File: src/rtl/bus_xfer_arbiter_if.sv
// Request/grant and decoded bus-select bundle shared by the transfer requesters and the arbiter.
interface bus_xfer_arbiter_if #(
    parameter int unsigned NREQ = 4,
    parameter int unsigned NRD  = 19,
    parameter int unsigned NWR  = 20,
    parameter int unsigned IDXW = 5
);
    logic [NREQ-1:0]      req;
    logic [NREQ*IDXW-1:0] req_src;
    logic [NREQ*IDXW-1:0] req_dst;
    logic [NREQ-1:0]      gnt;
    logic [NRD-1:0]       RDec_out;
    logic [NWR-1:0]       WRDec_out;
    logic                 busy;
    logic                 idx_err;

    modport master (
        output req, req_src, req_dst,
        input  gnt, RDec_out, WRDec_out, busy, idx_err
    );

    modport slave (
        input  req, req_src, req_dst,
        output gnt, RDec_out, WRDec_out, busy, idx_err
    );
endinterface

File: src/rtl/bus_xfer_arbiter.sv
// Round-robin arbiter for the shared A_BUS: one registered read-select/write-enable pair
// per granted register transfer, back-to-back when several requesters are waiting.
module bus_xfer_arbiter #(
    parameter int unsigned NREQ = 4,
    parameter int unsigned NRD  = 19,
    parameter int unsigned NWR  = 20,
    parameter int unsigned IDXW = 5
) (
    input  logic               Clock,
    input  logic               Reset_n,
    bus_xfer_arbiter_if.slave  bus
);
    localparam int unsigned PW = (NREQ > 1) ? $clog2(NREQ) : 1;

    typedef enum logic {IDLE, XFER} state_t;

    state_t          state_q;
    logic [PW-1:0]   rr_ptr_q;
    logic [PW-1:0]   w_q;
    logic [NREQ-1:0] gnt_q;
    logic [NRD-1:0]  rdec_q;
    logic [NWR-1:0]  wrdec_q;
    logic            busy_q;
    logic            idx_err_q;

    logic [NREQ-1:0] cand;
    logic [PW-1:0]   nxt_ptr;
    logic [PW-1:0]   start;
    logic [PW-1:0]   win;
    logic            found;
    logic [IDXW-1:0] src_w;
    logic [IDXW-1:0] dst_w;
    logic            err;
    logic [NRD-1:0]  rdec_d;
    logic [NWR-1:0]  wrdec_d;

    assign nxt_ptr = (32'(w_q) == NREQ - 1) ? '0 : w_q + 1'b1;

    // During a transfer the search starts where the pointer is about to move, so
    // back-to-back grants rotate exactly as if the pointer had already advanced.
    always_comb begin
        cand  = (state_q == XFER) ? (bus.req & ~gnt_q) : bus.req;
        start = (state_q == XFER) ? nxt_ptr : rr_ptr_q;
        found = 1'b0;
        win   = '0;
        for (int unsigned k = 0; k < NREQ; k++) begin
            if (!found && cand[(32'(start) + k) % NREQ]) begin
                found = 1'b1;
                win   = PW'((32'(start) + k) % NREQ);
            end
        end
        src_w   = bus.req_src[32'(win)*IDXW +: IDXW];
        dst_w   = bus.req_dst[32'(win)*IDXW +: IDXW];
        err     = (32'(src_w) >= NRD) || (32'(dst_w) >= NWR);
        rdec_d  = '0;
        wrdec_d = '0;
        if (found && !err) begin
            rdec_d  = NRD'(1) << src_w;
            wrdec_d = NWR'(1) << dst_w;
        end
    end

    always_ff @(posedge Clock or negedge Reset_n) begin
        if (!Reset_n) begin
            state_q   <= IDLE;
            rr_ptr_q  <= '0;
            w_q       <= '0;
            gnt_q     <= '0;
            rdec_q    <= '0;
            wrdec_q   <= '0;
            busy_q    <= 1'b0;
            idx_err_q <= 1'b0;
        end else begin
            case (state_q)
                XFER:    rr_ptr_q <= nxt_ptr;
                default: rr_ptr_q <= rr_ptr_q;
            endcase
            if (found) begin
                state_q   <= XFER;
                w_q       <= win;
                gnt_q     <= NREQ'(1) << win;
                rdec_q    <= rdec_d;
                wrdec_q   <= wrdec_d;
                busy_q    <= 1'b1;
                idx_err_q <= err;
            end else begin
                state_q   <= IDLE;
                gnt_q     <= '0;
                rdec_q    <= '0;
                wrdec_q   <= '0;
                busy_q    <= 1'b0;
                idx_err_q <= 1'b0;
            end
        end
    end

    assign bus.gnt       = gnt_q;
    assign bus.RDec_out  = rdec_q;
    assign bus.WRDec_out = wrdec_q;
    assign bus.busy      = busy_q;
    assign bus.idx_err   = idx_err_q;
endmodule

File: src/flat_wrapper.sv
// flat-port wrapper written by rule: the top's interface ports become plain ports
module bus_xfer_arbiter_flat 
#(
    parameter int unsigned NREQ = 4,
    parameter int unsigned NRD  = 19,
    parameter int unsigned NWR  = 20,
    parameter int unsigned IDXW = 5
)
  (Clock, Reset_n, bus_req, bus_req_src, bus_req_dst, bus_gnt, bus_RDec_out, bus_WRDec_out, bus_busy, bus_idx_err);
  bus_xfer_arbiter_if #(.NREQ(NREQ), .NRD(NRD), .NWR(NWR), .IDXW(IDXW)) bus_i ();
  input  logic Clock;
  input  logic Reset_n;
  input wire logic [$bits(bus_i.req)-1:0] bus_req;
  input wire logic [$bits(bus_i.req_src)-1:0] bus_req_src;
  input wire logic [$bits(bus_i.req_dst)-1:0] bus_req_dst;
  output wire logic [$bits(bus_i.gnt)-1:0] bus_gnt;
  output wire logic [$bits(bus_i.RDec_out)-1:0] bus_RDec_out;
  output wire logic [$bits(bus_i.WRDec_out)-1:0] bus_WRDec_out;
  output wire logic [$bits(bus_i.busy)-1:0] bus_busy;
  output wire logic [$bits(bus_i.idx_err)-1:0] bus_idx_err;
  assign bus_i.req = bus_req;
  assign bus_i.req_src = bus_req_src;
  assign bus_i.req_dst = bus_req_dst;
  assign bus_gnt = bus_i.gnt;
  assign bus_RDec_out = bus_i.RDec_out;
  assign bus_WRDec_out = bus_i.WRDec_out;
  assign bus_busy = bus_i.busy;
  assign bus_idx_err = bus_i.idx_err;
  bus_xfer_arbiter #(.NREQ(NREQ), .NRD(NRD), .NWR(NWR), .IDXW(IDXW)) u_core (.Clock(Clock), .Reset_n(Reset_n), .bus(bus_i));
endmodule
File: config.mk
export PLATFORM = sky130hd
export DESIGN_NAME = bus_xfer_arbiter_flat
export DESIGN_NICKNAME = d
export VERILOG_FILES = /design/src/rtl/bus_xfer_arbiter_if.sv /design/src/rtl/bus_xfer_arbiter.sv /design/src/flat_wrapper.sv
export SDC_FILE = /design/constraint.sdc
export NUM_CORES = 1
export LEC_CHECK = 0
export CAP_MARGIN = 5
export CORE_AREA = 2 2 76 78
export CTS_BUF_LIST = sky130_fd_sc_hd__clkbuf_8 sky130_fd_sc_hd__clkbuf_16
export DETAILED_ROUTE_END_ITERATION = 6
export DIE_AREA = 0 0 78 80
export HOLD_SLACK_MARGIN = 0.02
export PLACE_DENSITY = 0.76
export SYNTH_ARGS = -nofsm -noshare
export SYNTH_HDL_FRONTEND = slang
export SYNTH_SLANG_ARGS = --single-unit
File: constraint.sdc
create_clock -name Clock -period 3.1 [get_ports Clock]
set_input_delay 0.775 -clock Clock [delete_from_list [all_inputs] [get_ports Clock]]
set_output_delay 0.775 -clock Clock [all_outputs]
set_load 0.02 [all_outputs]
## Word-level counts from Yosys, hierarchy flattened

Index checks and enable logic that the tools add are counted.
Widths: inputs -> output; s select.

| cells by class | value |
|---|---|
| add/subtract/negate cells | 4 |
| magnitude comparators | 6 |
| equality and inequality tests | 1 |
| reduce and logical (&&, ||, !) cells | 9 |
| bitwise gates (word level) | 2 |
| divide/modulo/power cells | 0 |
| $mul | 1 |
| muxes and demuxes | 26 |
| shifts and indexed selects | 5 |

Operators with widths:

| kind | count |
|---|---|
| $mux 20 | 2 |
| $shiftx 20x6->5 | 2 |
| $mux 19 | 2 |
| $shl 1x5->20 const A | 1 |
| $shl 1x5->19 const A | 1 |
| $lt 2x3->1 const B | 4 |
| $mux 2 | 6 |
| $ge 5x5->1 const B | 2 |
| $mux 1 | 10 |
| $bmux 1 s2 | 4 |
| $mux 4 | 2 |
| $mul 2x3->5 const B | 1 |
| $add 2x1->2 const B | 2 |
| $add 2x2->2 const B | 2 |
| $and 4x4->4 | 1 |
| $logic_and 1x1->1 | 4 |
| $logic_not 1->1 | 4 |
| $not 4->4 | 1 |
| $shl 1x2->4 const A | 1 |
| $eq 2x2->1 const B | 1 |
| $logic_or 1x1->1 | 1 |

| word-level totals | value |
|---|---|
| memories kept | 0 |
| output and inout bits | 45 |
| memory bits (writable) | 0 |
| input port bits | 46 |
| bits in read-only memories | 0 |
| flip-flop bits (word level) | 49 |
| latch bits | 0 |

## Logic depth before layout (Yosys ltp)

| depth | value |
|---|---|
| depth after elaboration | 23 |
| depth in mapped cells | 11 |
| gate-level depth less buffers | 9 |

## Worst setup path before layout

Ideal clock, no wire load.

| timing | value |
|---|---|
| path type | input to register |
| start | input port bus_req[2] |
| end | register u_core.idx_err_q (netlist: u_core.bus.idx_err) |
| setup slack | 0.247 ns |
| library setup time | 0.121 ns |
| path buffers | 2 |
| data arrival time | 2.732 ns |
| stages | 9 |
| path through | a21boi_0 > a21boi_1 > o22ai_4 > buf_4 > mux2i_1 > mux2i_1 > o21ba_2 > buf_2 > a22o_1 |

| on the way | value |
|---|---|
| cells in the longest elaborated chain, start to end | 19 |
| elaborated cells between the ends (all ways) | 31 |
| those cells by class | mul (1); order compare (2); shift (2); mux (18); bitwise (1); reduce/logical (7) |

RTL lines:

| what | RTL line | text |
|---|---|---|
| start: declaration | flat_wrapper.sv:13 | `input wire logic [$bits(bus_i.req)-1:0] bus_req;` |
| $and 4x4->4 | bus_xfer_arbiter.sv:42 | `cand = (state_q == XFER) ? (bus.req & ~gnt_q) : bus.req;` |
| $mux 4 (*) | bus_xfer_arbiter.sv:42 |  |
| $bmux 1 s2 | bus_xfer_arbiter.sv:47 | `if (!found && cand[(32'(start) + k) % NREQ]) begin` |
| $mux 1 (not written as such) | bus_xfer_arbiter.sv:47 |  |
| $mux 1 | bus_xfer_arbiter.sv:47 |  |
| $logic_not 1->1 | bus_xfer_arbiter.sv:47 |  |
| $logic_and 1x1->1 | bus_xfer_arbiter.sv:47 |  |
| $mux 1 | bus_xfer_arbiter.sv:47 |  |
| (+3 left out) | n/a |  |
| $logic_not 1->1 | bus_xfer_arbiter.sv:47 |  |
| $logic_and 1x1->1 | bus_xfer_arbiter.sv:47 |  |
| $mux 2 | bus_xfer_arbiter.sv:47 |  |
| $mul 2x3->5 | bus_xfer_arbiter.sv:52, bus_xfer_arbiter.sv:53 |  |
| $shiftx 20x6->5 (on tied branches) | bus_xfer_arbiter.sv:52, bus_xfer_arbiter.sv:53 |  |
| $ge 5x5->1 | bus_xfer_arbiter.sv:54 | `err = (32'(src_w) >= NRD) \|\| (32'(dst_w) >= NWR);` |
| $logic_or 1x1->1 | bus_xfer_arbiter.sv:54 |  |
| $mux 1 (*) | bus_xfer_arbiter.sv:78 | `if (found) begin` |
| end signal: assignment | bus_xfer_arbiter.sv:85 | `idx_err_q <= err;` |
| end: declaration | bus_xfer_arbiter.sv:24 | `logic idx_err_q;` |

Mark *: on every way between the ends. The rest lies on a longest branch, timed or not. The select of a mux whose other input is x is not followed.
A chain may end at the register's enable or synchronous reset.

## Final worst setup path

| timing | value |
|---|---|
| start | input port bus_req[2] |
| end | register u_core.wrdec_q[1] (netlist: u_core.bus.WRDec_out[1]) |

| on the way | value |
|---|---|
| cells in the longest elaborated chain, start to end | 22 |
| elaborated cells between the ends (all ways) | 35 |
| those cells by class | mul (1); order compare (2); shift (3); mux (19); bitwise (1); reduce/logical (9) |

RTL lines:

| what | RTL line | text |
|---|---|---|
| $and 4x4->4 | bus_xfer_arbiter.sv:42 |  |
| $mux 4 (*) | bus_xfer_arbiter.sv:42 |  |
| $bmux 1 s2 | bus_xfer_arbiter.sv:47 |  |
| $mux 1 (not written as such) | bus_xfer_arbiter.sv:47 |  |
| $mux 1 | bus_xfer_arbiter.sv:47 |  |
| $logic_not 1->1 | bus_xfer_arbiter.sv:47 |  |
| $logic_and 1x1->1 | bus_xfer_arbiter.sv:47 |  |
| $mux 1 | bus_xfer_arbiter.sv:47 |  |
| (+6 left out) | n/a |  |
| $mul 2x3->5 | bus_xfer_arbiter.sv:52, bus_xfer_arbiter.sv:53 |  |
| $shiftx 20x6->5 (on tied branches) | bus_xfer_arbiter.sv:52, bus_xfer_arbiter.sv:53 |  |
| $ge 5x5->1 | bus_xfer_arbiter.sv:54 |  |
| $logic_or 1x1->1 | bus_xfer_arbiter.sv:54 |  |
| $logic_not 1->1 | bus_xfer_arbiter.sv:57 | `if (found && !err) begin` |
| $logic_and 1x1->1 | bus_xfer_arbiter.sv:57 |  |
| $mux 20 | bus_xfer_arbiter.sv:57 |  |
| $mux 20 (*) | bus_xfer_arbiter.sv:78 |  |
| end signal: assignment | bus_xfer_arbiter.sv:83 | `wrdec_q <= wrdec_d;` |
| end: declaration | bus_xfer_arbiter.sv:22 | `logic [NWR-1:0] wrdec_q;` |

Marked as above.

==> flow_metrics.py <==
metrics = {
    "clocking": {
        "clk_latency_ns": 0.29,
        "cts_tree": "yes",
        "h-tree-depth": 2,
        "cts_num_sinks": 49,
        "clkTransAtPathRegs_ns": 0.09,
        "ctsHoldBuffers": 0,
        "cts_buffers": 5,
        "root_buffer": "clkbuf_8",
        "clockBufferDepth": 2,
    },
    "sta": {
        "fin_worst_skew_ns": 0.00720,
        "tns_ns": 0,
        "setup_viol": 0,
        "rsz0062_at_grt": "true",
        "relSlewSlack": 0.293,
        "slew_violations": 0,
        "period_share": 0.992,
        "holdWs_ns": 0.507,
        "timing.fmax_ghz": 0.325,
        "final-hold-violation-count": 0,
        "min_period_ns": 3.07,
        "max_slew.worst_pin.slew_ns": 1.06,
    },
    "floorplan": {
        "io_pins": 91,
        "initial_utilization": 0.432,
        "die_area_um2": 6240,
        "row_count": 27,
        "die_w_um": 78,
        "core-area_um2": 5410,
        "fp.dieH_um": 80,
    },
    "finish": {
        "nNetsFinal": 374,
        "final_area_um2": 4010,
        "mostFrequentLayoutCells": "clkdlybuf4s50_1 (88), dfrtp_1 (48), buf_4 (37)",
        "layout_commonest_cell": "clkdlybuf4s50_1",
        "layout-drive-gt1-share": 0.315,
        "fin_util": 0.743,
        "diodes": 0,
        "area_growth_syn_to_layout_pct": 72.0,
    },
    "detailed_routing": {
        "via_per_inst": 5.32,
        "drt-initial-drc-count": 121,
        "wire_per_inst_um": 16.7,
        "vias": 2124,
        "drtPass1Iterations": 4,
        "antenna_left": 0,
        "drc": 0,
        "totalWireLength_um": 6660,
    },
    "critical_path": {
        "crit_top_cell": "buf_4",
        "crit-reg2reg-launch": "u_core.w_q[0]$_DFFE_PN0P_",
        "cpMaxStageDelayCell": "clkdlybuf4s50_1",
        "max_stage_delay_ns": 0.45,
        "regToRegSetupSlack_ns": 0.09,
        "worstRegToRegCells": 11,
        "crit_start": "bus_req[2]",
        "crit_path_end_kind": "register",
        "worstSetupStartpointType": "input port",
        "crit_chain": "clkdlybuf4s50_1 > a21boi_4 > buf_4 > mux2i_2 > o22ai_4 > buf_12 > mux2i_2 > mux2_4 > o211ai_1 > buf_4 > buf_4 > a2111oi_1",
        "worstPathBufferInverterCount": 5,
        "cpLargestDelayFamily": "buffers and inverters",
        "path_class": "in -> reg",
        "crit_fanout": 7,
        "crit_required_ns": 3.28,
        "rr_endpoint": "u_core.bus.RDec_out[13]$_DFF_PN0_",
        "critPathArrivalTime_ns": 3.25,
    },
    "placed_design": {
        "gp_congestion": 0.829,
        "dp_hpwl_um": 4650,
        "place_area_um2": 3530,
        "port_buffers": 90,
    },
    "pwr": {
        "p_leak_nw": 1.72,
        "peakVddDrop_v": 0.000602,
        "cellPowerDensity_nw_per_um2": 1160,
        "power_mw": 4.67,
    },
    "yosys": {
        "synthFlopType": "dfrtp_1",
        "synth_nets": 240,
        "synth-seq-area-share": 0.525,
        "synth_edf_count": 0,
        "synth_area_per_cell_um2": 12.1,
        "synth_area_um2": 2330,
        "synth.distinct_cells": 39,
        "async_flop_share": 1.00,
        "yosysWarningCount": 0,
        "syn_inst": 193,
        "ys_seq_elements": 49,
    },
    "global_routing": {
        "grt_pass1_wl_um": 9790,
        "grt_max_degree": 50,
        "grt_pass1_vias": 2102,
        "grt_use_total": 0.201,
        "grt.overflow.total": 0,
        "antenna_found_initial": 0,
    },
    "hold_path": {
        "min_path_cells": 2,
        "hold_start": "u_core.w_q[1]$_DFFE_PN0P_",
        "hp-class": "reg -> reg",
        "whs_endpoint": "u_core.w_q[1]$_DFFE_PN0P_",
    },
    "outcome": {
        "status": "finished clean",
    },
    "flow_run": {
        "drv_cap": 0,
    },
}
worst max path at each step:
stage	endpoint	cells past startpoint
2_1_floorplan	u_core.bus.idx_err$_DFF_PN0_	9
3_3_place_gp	u_core.bus.WRDec_out[13]$_DFF_PN0_	10
6_report	u_core.bus.WRDec_out[1]$_DFF_PN0_	12
3_5_place_dp	u_core.bus.WRDec_out[2]$_DFF_PN0_	9
5_1_grt	u_core.bus.WRDec_out[1]$_DFF_PN0_	12
4_1_cts	u_core.bus.WRDec_out[18]$_DFF_PN0_	11
flip-flops by register name, summed over array words and instances (netlist names):
register,flops
u_core.bus.RDec_out,19
u_core.bus.WRDec_out,20
u_core.bus.gnt,4
u_core.bus.idx_err,1
u_core.rr_ptr_q,2
u_core.state_q,1
u_core.w_q,2
metal layers:
| layer | track usage | vias to the layer above | routed length (µm) |
|---|---|---|---|
| li1 | - | 1004 | - |
| met2 | 0.358 | 72 | 3380 |
| met5 | 0 | - | 0 |
| met4 | 0.0667 | 0 | 167 |
| met1 | 0.245 | 1032 | 2830 |
| met3 | 0.0407 | 16 | 289 |
Yosys cell counts, types with 2 or more instances:
cell	count	area share
a2111oi_0	8	0.030
a211oi_1	12	0.039
a21boi_0	2	0.0064
a21boi_1	4	0.013
and3_1	2	0.0054
buf_2	4	0.0086
buf_4	2	0.0064
clkbuf_1	2	0.0032
dfrtp_1	49	0.53
inv_1	3	0.0048
mux2_2	6	0.029
mux2_4	2	0.013
mux2i_1	27	0.12
mux2i_2	2	0.012
nand2_1	14	0.023
nand2b_1	3	0.0080
nand4_1	9	0.024
nor2_1	2	0.0032
nor3_1	18	0.039
o211ai_1	2	0.0064
or4b_4	2	0.012
tightest hold or removal path, delay by kind of cell (launching register included):
| family | cells | cell delay [ns] |
|---|---|---|
| simple gates | 2 | 0.12 |
| flops | 1 | 0.37 |
logic make-up after synthesis:
kind of cell,after synthesis,synth area share
simple gates,60,0.149
flops,49,0.525
mux,37,0.169
compound gates,34,0.122
buf+inv,12,0.0295
fa+ha+maj,1,0.00536
repair_timing:
item                                    CTS  global route
endpoints found under the setup margin   33            40
setup buffers                             1            13
pin swaps                                 1             7
gates resized for setup                   2            60
layout make-up:
cell class	count	area (µm²)
inverter	3	11.3
clock buffer	5	68.8
sequential	49	1230
fill	363	1390
clock inverter	2	35.0
multi-input combinational	132	1290
timing repair buffer	136	1290
tap	72	90.1
metrics by stage:
step | cells | setup slack [ns]
2_1_floorplan | 193 | 0.247
3_3_place_gp | 378 | -0.339
3_5_place_dp | 378 | -0.486
4_1_cts | 386 | 0.00137
5_1_grt | 399 | -0.129
6_report | 399 | 0.0253
report_power, final:
part / total [mW] / internal [mW] / switching (mW)
clock network: 0.435 / 0.235 / 0.201
registers: 0.864 / 0.787 / 0.0771
logic: 3.37 / 1.57 / 1.80
total: 4.67 / 2.59 / 2.08
Note: power is estimated with default switching activity, not from simulation.
==> RTL edit (config.mk and constraints unchanged) <==
`IDXW` is set to 5 in 3 places; all go to 3.
--- a/src/rtl/bus_xfer_arbiter_if.sv
+++ b/src/rtl/bus_xfer_arbiter_if.sv
@@ -5,3 +5,3 @@
     parameter int unsigned NWR  = 20,
-    parameter int unsigned IDXW = 5
+    parameter int unsigned IDXW = 3
 );
--- a/src/rtl/bus_xfer_arbiter.sv
+++ b/src/rtl/bus_xfer_arbiter.sv
@@ -6,3 +6,3 @@
     parameter int unsigned NWR  = 20,
-    parameter int unsigned IDXW = 5
+    parameter int unsigned IDXW = 3
 ) (
--- a/src/flat_wrapper.sv
+++ b/src/flat_wrapper.sv
@@ -6,3 +6,3 @@
     parameter int unsigned NWR  = 20,
-    parameter int unsigned IDXW = 5
+    parameter int unsigned IDXW = 3
 )
Interface: changed (resized bus_req_dst and bus_req_src); port bits go from 91 to 75. No check against the original RTL was run, so the function may have changed too.
==> RTL edit against the unedited design <==
Sequential cell count shrank 24. Area after synthesis fell by 36%. Cell area fell by 49%. Worst setup slack better by 0.33 ns. Sequential share of layout area grew 0.19 points. Total power down 58%. Largest cell class is now multi-input combinational cells. Non-clock buffer count decreased by 82. Routed wire length fell by 57%.
==> RTL edit: results (changes against the unedited design) <==
set qor(synth_seq_area_share_pct) 41.9 ;# -11 points
set qor(clock_sink_count) 25 ;# -49%
set qor(r2r_cells) 9 ;# -2
set qor(place.detailed.instances) 254 ;# -33%
set qor(place.detailed.hpwl_mm) 2.39 ;# -49%
set qor(htree_levels) 1 ;# -1
set qor(multi_input_area_um2) 723 ;# -44%
set qor(switchingPower_mw) 0.848 ;# -59%
set qor(timing.max_slew.rel_slack_pct) 64.5 ;# +35 points
set qor(multi_input_cells) 98 ;# -26%
set qor(worst_clock_skew_ns) 0.00240 ;# -0.00480 ns
set qor(seq_area_share_pct) 30.8 ;# +0.19 points
set qor(ys_types) 35 ;# -10%
set qor(n_all_buffers) 54 ;# -60%
set qor(ir_drop_uv) 408 ;# -32%
set qor(grt_pass1_wl_mm) 4.49 ;# -54%
set qor(total_number_of_vias) 1065 ;# -50%
set qor(yosys-top-cells-area) {sky130_fd_sc_hd__dfrtp_1 (42%), sky130_fd_sc_hd__buf_4 (12%), sky130_fd_sc_hd__mux2i_1 (8.0%)}
set qor(place.gp.congestion) 0.836 ;# +0.77%
set qor(postSynthCellCount) 131 ;# -32%
set qor(yosys-mux-area-fraction_pct) 14.8 ;# -2.1 points
set qor(critical_path.max_stage_delay_ns) 0.47 ;# +0.02 ns
set qor(grt.met1_usage_pct) 11.1 ;# -13 points
set qor(grt_start_max_net_pins) 26 ;# -48%
set qor(complex_gate_fraction_of_the_synthesized_area_pct) 12.2 ;# +0.066 points
set qor(status) {finished clean}
set qor(met3WireLength_um) 218 ;# -25%
set qor(layout.clock.cell_area_share_pct) 2.22 ;# -0.37 points
set qor(total_leakage_power_nw) 0.920 ;# -47%
set qor(grt_pass1_vias) 999 ;# -52%
set qor(met1_length_mm) 1.17 ;# -59%
set qor(r2r_setup_slack_ns) 0.66 ;# +0.57 ns
set qor(cp_max_fo) 9 ;# +2
set qor(place_ws_ns) 0.0923 ;# +0.578 ns
set qor(nonClockInverterCount) 5 ;# +2
set qor(hold_slack_ns) 0.482 ;# -0.0256 ns
set qor(synth.cells.most_frequent) {sky130_fd_sc_hd__dfrtp_1 (25), sky130_fd_sc_hd__buf_4 (24), sky130_fd_sc_hd__mux2i_1 (12), sky130_fd_sc_hd__nor3_1 (12)}
set qor(grtUsageMet3_pct) 1.24 ;# -2.8 points
set qor(wl_mm) 2.84 ;# -57%
set qor(clock_insertion_delay_worst_skew_ns) 0.26 ;# -0.03 ns
set qor(grt.total_usage_pct) 9.24 ;# -11 points
set qor(signal_arrival_time_at_the_worst_endpoint_ns) 2.89 ;# -0.36 ns
RTL edit: changes by cell type after synthesis, moves of 4 or more:
cell,before,now
sky130_fd_sc_hd__nor3_1,18,12
sky130_fd_sc_hd__nand4_1,9,0
sky130_fd_sc_hd__a211oi_1,12,0
sky130_fd_sc_hd__buf_4,2,24
sky130_fd_sc_hd__mux2i_1,27,12
sky130_fd_sc_hd__a2111oi_0,8,0
sky130_fd_sc_hd__nand2_1,14,4
sky130_fd_sc_hd__buf_2,4,0
sky130_fd_sc_hd__dfrtp_1,49,25
RTL edit: power by group through the flow:
stage | Clock [mW] | Sequential [mW] | Combinational [mW]
floorplan | 0 | 0.547 | 0.986
global placement | 0 | 0.484 | 1.31
detailed placement | 0 | 0.487 | 1.34
CTS | 0.185 | 0.480 | 1.34
global route | 0.198 | 0.489 | 1.44
finish | 0.178 | 0.478 | 1.33
RTL edit: critical path, delay by kind of cell:
family / cells / cell delay (ns)
compound gates: 2 / 0.43
buf+inv: 2 / 0.64
mux: 2 / 0.42
simple gates: 3 / 0.61
